**config.mk**
```make
export PLATFORM = sky130hd
export DESIGN_NAME = hazard_ctrl_mc
export DESIGN_NICKNAME = d
export VERILOG_FILES = /design/src/rtl/hazard_pkg.sv /design/src/rtl/hazard_fwd_sel.sv /design/src/rtl/hazard_ctrl_mc.sv
export SDC_FILE = /design/constraint.sdc
export NUM_CORES = 1
export LEC_CHECK = 0
export CAP_MARGIN = 10
export CORE_UTILIZATION = 31
export DETAILED_ROUTE_END_ITERATION = 6
export PLACE_DENSITY = 0.94
export SETUP_SLACK_MARGIN = 0.02
export SLEW_MARGIN = 20
export SYNTH_ARGS = -nofsm -noshare
export SYNTH_HDL_FRONTEND = slang
export SYNTH_SLANG_ARGS = --single-unit
export TNS_END_PERCENT = 100
```
**constraint.sdc**
```tcl
create_clock -name clk -period 2.2 [get_ports clk]
set_input_delay 0.33 -clock clk [delete_from_list [all_inputs] [get_ports clk]]
set_output_delay 0.33 -clock clk [all_outputs]
set_load 0.02 [all_outputs]
```
**src/rtl/hazard_pkg.sv**
```systemverilog
// hazard_pkg: shared encodings for the hazard controller (bypass selects, result-select codes, MC FSM states).
package hazard_pkg;
  typedef enum logic [1:0] {FWD_RF = 2'b00, FWD_W = 2'b01, FWD_M = 2'b10, FWD_M_ALT = 2'b11} fwd_sel_e;
  localparam logic [1:0] RS_LOAD = 2'b01;
  localparam logic [1:0] RS_ALT  = 2'b11;
  typedef enum logic {MC_IDLE = 1'b0, MC_BUSY = 1'b1} mc_state_e;
endpackage

```
**src/rtl/hazard_fwd_sel.sv**
```systemverilog
// hazard_fwd_sel: bypass priority for one EX operand (M over W, x0 never forwarded).
module hazard_fwd_sel
  import hazard_pkg::*;
#(
  parameter int REG_AW = 5
) (
  input  logic [REG_AW-1:0] rs_e_i,
  input  logic [REG_AW-1:0] rd_m_i,
  input  logic [REG_AW-1:0] rd_w_i,
  input  logic              reg_wrt_m_i,
  input  logic              reg_wrt_w_i,
  input  logic [1:0]        rslt_src_m_i,
  output logic [1:0]        fwd_o
);
  fwd_sel_e sel;
  always_comb
    sel = (rs_e_i == '0) ? FWD_RF :
          (reg_wrt_m_i && rs_e_i == rd_m_i) ? ((rslt_src_m_i == RS_ALT) ? FWD_M_ALT : FWD_M) :
          (reg_wrt_w_i && rs_e_i == rd_w_i) ? FWD_W : FWD_RF;
  assign fwd_o = sel;
endmodule

```
**src/rtl/hazard_ctrl_mc.sv**
```systemverilog
// hazard_ctrl_mc: load-use/forwarding hazard unit with a multi-cycle EX sequencer.
// Perf counters are built only when HZ_PERF_CNT_EN is defined; otherwise they read 0.
module hazard_ctrl_mc
  import hazard_pkg::*;
#(
  parameter int REG_AW = 5,
  parameter int MC_LAT = 4,
  parameter int PERF_W = 32
) (
  input  logic              clk,
  input  logic              rst_n,
  input  logic [REG_AW-1:0] rs1_d,
  input  logic [REG_AW-1:0] rs2_d,
  input  logic [REG_AW-1:0] rs1_e,
  input  logic [REG_AW-1:0] rs2_e,
  input  logic [REG_AW-1:0] rd_e,
  input  logic [REG_AW-1:0] rd_m,
  input  logic [REG_AW-1:0] rd_w,
  input  logic [1:0]        rslt_src_e,
  input  logic [1:0]        rslt_src_m,
  input  logic              reg_wrt_e,
  input  logic              reg_wrt_m,
  input  logic              reg_wrt_w,
  input  logic              pc_src_e,
  input  logic              mc_start_e,
  output logic              stall_f,
  output logic              stall_d,
  output logic              stall_e,
  output logic              flush_d,
  output logic              flush_e,
  output logic              flush_m,
  output logic [1:0]        fwd_a_e,
  output logic [1:0]        fwd_b_e,
  output logic              mc_done,
  output logic [PERF_W-1:0] perf_stall_cyc,
  output logic [PERF_W-1:0] perf_flush_cnt
);
  localparam int CNT_W = $clog2(MC_LAT + 1);
  mc_state_e        state_q, state_d;
  logic [CNT_W-1:0] cnt_q, cnt_d;
  logic             mc_stall, lw;
  hazard_fwd_sel #(.REG_AW(REG_AW)) u_fwd_a (
    .rs_e_i(rs1_e), .rd_m_i(rd_m), .rd_w_i(rd_w), .reg_wrt_m_i(reg_wrt_m),
    .reg_wrt_w_i(reg_wrt_w), .rslt_src_m_i(rslt_src_m), .fwd_o(fwd_a_e)
  );
  hazard_fwd_sel #(.REG_AW(REG_AW)) u_fwd_b (
    .rs_e_i(rs2_e), .rd_m_i(rd_m), .rd_w_i(rd_w), .reg_wrt_m_i(reg_wrt_m),
    .reg_wrt_w_i(reg_wrt_w), .rslt_src_m_i(rslt_src_m), .fwd_o(fwd_b_e)
  );
  assign lw = rslt_src_e == RS_LOAD && reg_wrt_e && rd_e != '0 && (rd_e == rs1_d || rd_e == rs2_d);
  // The done cycle returns to IDLE unconditionally, so a still-high mc_start_e cannot retrigger.
  always_comb begin
    state_d  = state_q;
    cnt_d    = cnt_q;
    mc_stall = 1'b0;
    mc_done  = 1'b0;
    if (state_q == MC_IDLE) begin
      if (mc_start_e && !pc_src_e) begin
        state_d  = MC_BUSY;
        cnt_d    = CNT_W'(MC_LAT - 1);
        mc_stall = 1'b1;
      end
    end else if (cnt_q != '0) begin
      mc_stall = 1'b1;
      cnt_d    = cnt_q - CNT_W'(1);
    end else begin
      mc_done = 1'b1;
      state_d = MC_IDLE;
    end
  end
  always_ff @(posedge clk or negedge rst_n)
    if (!rst_n) begin
      state_q <= MC_IDLE;
      cnt_q   <= '0;
    end else begin
      state_q <= state_d;
      cnt_q   <= cnt_d;
    end
  assign stall_f = lw | mc_stall;
  assign stall_d = lw | mc_stall;
  assign stall_e = mc_stall;
  assign flush_m = mc_stall;
  assign flush_e = (lw & !mc_stall) | pc_src_e;
  assign flush_d = pc_src_e;
`ifdef HZ_PERF_CNT_EN
  logic [PERF_W-1:0] stall_cyc_q, flush_cnt_q;
  always_ff @(posedge clk or negedge rst_n)
    if (!rst_n) begin
      stall_cyc_q <= '0;
      flush_cnt_q <= '0;
    end else begin
      if (stall_f && !(&stall_cyc_q)) stall_cyc_q <= stall_cyc_q + PERF_W'(1);
      if ((flush_d || flush_e) && !(&flush_cnt_q)) flush_cnt_q <= flush_cnt_q + PERF_W'(1);
    end
  assign perf_stall_cyc = stall_cyc_q;
  assign perf_flush_cnt = flush_cnt_q;
`else
  assign perf_stall_cyc = '0;
  assign perf_flush_cnt = '0;
`endif
endmodule

```
==> qor.yml <==
outcome:
  outcome: "complete, no violations"
route:
  viasPerCell: 3.74
  drt-total-wl_mm: 2.45
  vias: 964
  first_pass_iters: 2
  wire_per_inst_um: 9.49
  drtIter0Drc: 23
  ant_nets: 0
  drc: 0
flow_run:
  drv_cap: 0
setup_path:
  cp_data_arrival_time_ns: 1.81
  regToRegSetupSlack_ns: 0.66
  r2r_start: "cnt_q[0]$_DFFE_PN0P_"
  cp_top_family: "simple AND/OR/NAND/NOR gates"
  crit_cells: 7
  r2r_end: "cnt_q[0]$_DFFE_PN0P_"
  worst_setup_path_end_kind: "output port"
  crit_path_max_incr_delay_ns: 0.44
  path_cells: "clkdlybuf4s50_1 -> xor2_1 -> nor4_2 -> nand3_1 -> or2_0 -> a21oi_1 -> buf_4"
  r2r_cells: 9
  slowest_stage: "clkdlybuf4s50_1"
  setup.worst_path.start_class: "input port"
  crit_fanout: 2
  cp_num_buf_inv: 2
  worst-setup-path-type: "input port to output port"
  cp_data_required_time_ns: 1.87
placed_design:
  finalWeightedCongestion: 0.810
  dp_hpwl_mm: 2.11
  portBuffers: 56
  dpl.cell_count: 255
final_layout:
  nFillCells: 336
  n_antenna_cell: 0
  final_cells: 258
  multiInputGateArea_um2: 815
  layout_common_cells: "conb_1, clkdlybuf4s50_1, xor2_1, dlygate4sd2_1, buf_4"
  seq_area_um2: 100
  nets: 262
  syn2layout_area_growth_pct: 41.6
  final_common_cell: "conb_1"
  drive_above_1_share: 0.160
yosys:
  ys_seq_area_frac: 0.0880
  synth_top_cell_by_area: "buf_4"
  syn_inst: 146
  ys_ff_latch: 4
  avgSynthCellArea_um2: 7.79
  yosysWarnings: 0
  synth_area_leaders: "buf_4, xor2_1, dfrtp_1"
  ys_types: 25
  synthDominantCellAreaShare: 0.442
  syn_area_um2: 1140
timing:
  finalClockSkew_ns: 0.00371
  fmax_mhz: 467
  hold_viol_final: 0
  timing.final.crit_share: 0.973
  report.final.slew_viol_count: 0
  finalSetupViolCount: 0
  rsz0062_at_grt: "yes"
  min_period_ns: 2.14
die:
  dieArea_um2: 3920
  die-height_um: 62.6
  rows: 21
  core-area_um2: 3420
  die_x_um: 62.6
  io_pins: 121
  initial_core_util: 0.333
global_route:
  grt_use_total: 0.114
  antenna_found_initial: 0
  first_global_vias: 864
  overflow: 0
  grt_pass1_wl_mm: 3.57
  grt_max_degree: 5
clock_tree:
  cts_made_buffers: 3
  insertion_delay_ns: 0.23
  path_clk_slew_ns: 0.04
  cts_root_buf: "clkbuf_4"
  clockBufferDepth: 2
  h-tree-depth: 1
  clock-sinks: 4
  cts_tree: "built"
  ctsHoldBuffers: 0
power_and_ir_drop:
  total_power_mw: 0.825
  p_leak_nw: 0.811
  power.density_nw_per_um2: 513
  irDropWorstVdd_mv: 0.238
min_path:
  min_path_type: "input port to async pin"
==> power breakdown <==
group,switching [mW],internal (mW)
registers,0.0154,0.110
logic,0.353,0.257
clock network,0.0289,0.0609
==> cell type report <==
class | instances | area share
Sequential cell | 4 | 0.0622
Timing Repair Buffer | 67 | 0.373
Tap cell | 46 | 0.0357
Inverter | 4 | 0.00932
Clock buffer | 3 | 0.0140
Multi-Input combinational cell | 134 | 0.506
==> metal layers <==
layer	global-route usage	share of wire	up-vias
met5	0	0	-
met1	0.0931	0.32	414
met4	0.0581	0.0057	0
li1	-	-	473
met2	0.243	0.56	75
met3	0.0255	0.11	2
==> flip-flops by register name, indices dropped and copies added, names as in the netlist <==
| signal | count |
|---|---|
| cnt_q | 3 |
| state_q | 1 |
==> synthesized netlist by cell type <==
cell       instances
a2111oi_2          1
a21o_1             1
a21oi_1            3
a22oi_1            1
and2_1             1
buf_4             67
conb_1             1
dfrtp_1            4
ha_1               2
inv_1              4
nand2_1            2
nand2b_1           3
nand3_1            4
nand4_1            2
nor2_1             6
nor2b_1            1
nor3_1             1
nor3_2             1
nor4_1             4
o21a_1             1
o22ai_1            1
or2_0              2
or4_1              3
xnor2_1            8
xor2_1            22
==> kinds of logic (layout without fill, tap and decap cells) <==
| group | count (synthesis) | in the layout | share of synthesized area |
|---|---|---|---|
| XOR/XNOR | 30 | 30 | 0.231 |
| AO/OA/AOI/OAI | 8 | 8 | 0.0517 |
| flip-flops | 4 | 4 | 0.0880 |
| buffers and inverters | 71 | 74 | 0.455 |
| adder cells (fa/ha/maj) | 2 | 2 | 0.0220 |
| AND/OR/NAND/NOR | 30 | 30 | 0.149 |
| other | 1 | 64 | 0.00330 |
==> worst max-delay path by stage <==
stage | startpoint | to
5_1_grt | rs2_e[1] | fwd_b_e[0]
3_5_place_dp | rd_e[2] | stall_f
2_1_floorplan | rd_e[2] | stall_f
6_report | rs2_e[1] | fwd_b_e[0]
4_1_cts | rd_e[0] | stall_f
3_3_place_gp | rd_e[2] | flush_e
==> what timing repair did <==
item	CTS	global route
endpoints found under the hold margin	0	0
buffers inserted	0	0
gates resized for setup	66	10
endpoints found under the setup margin	9	8
pin swaps	12	5
==> worst register-to-register path: stages, from the launching register on <==
cell and delay (ns):
dfrtp_1 0.38, inv_1 0.06, ha_1 0.14, ha_1 0.16, nand2b_1 0.13, o21a_2 0.21, inv_1 0.09, buf_4 0.14
nor2_1 0.08, a21oi_1 0.05
==> metrics by stage <==
step | instance area, µm² | utilization | hold slack (ns) | setup TNS [ns] | worst slack, ns
6_report | 1610 | 0.471 | 0.294 | 0 | 0.0595
3_5_place_dp | 1570 | 0.460 | 0.458 | -3.89 | -0.608
5_1_grt | 1610 | 0.471 | 0.303 | -0.0125 | -0.0125
3_3_place_gp | 1570 | 0.460 | 0.455 | -3.64 | -0.577
4_1_cts | 1590 | 0.467 | 0.290 | 0 | 0.0260
2_1_floorplan | 1370 | - | 0.0344 | 0 | 0.308
Note: power is estimated with default switching activity, not from simulation.
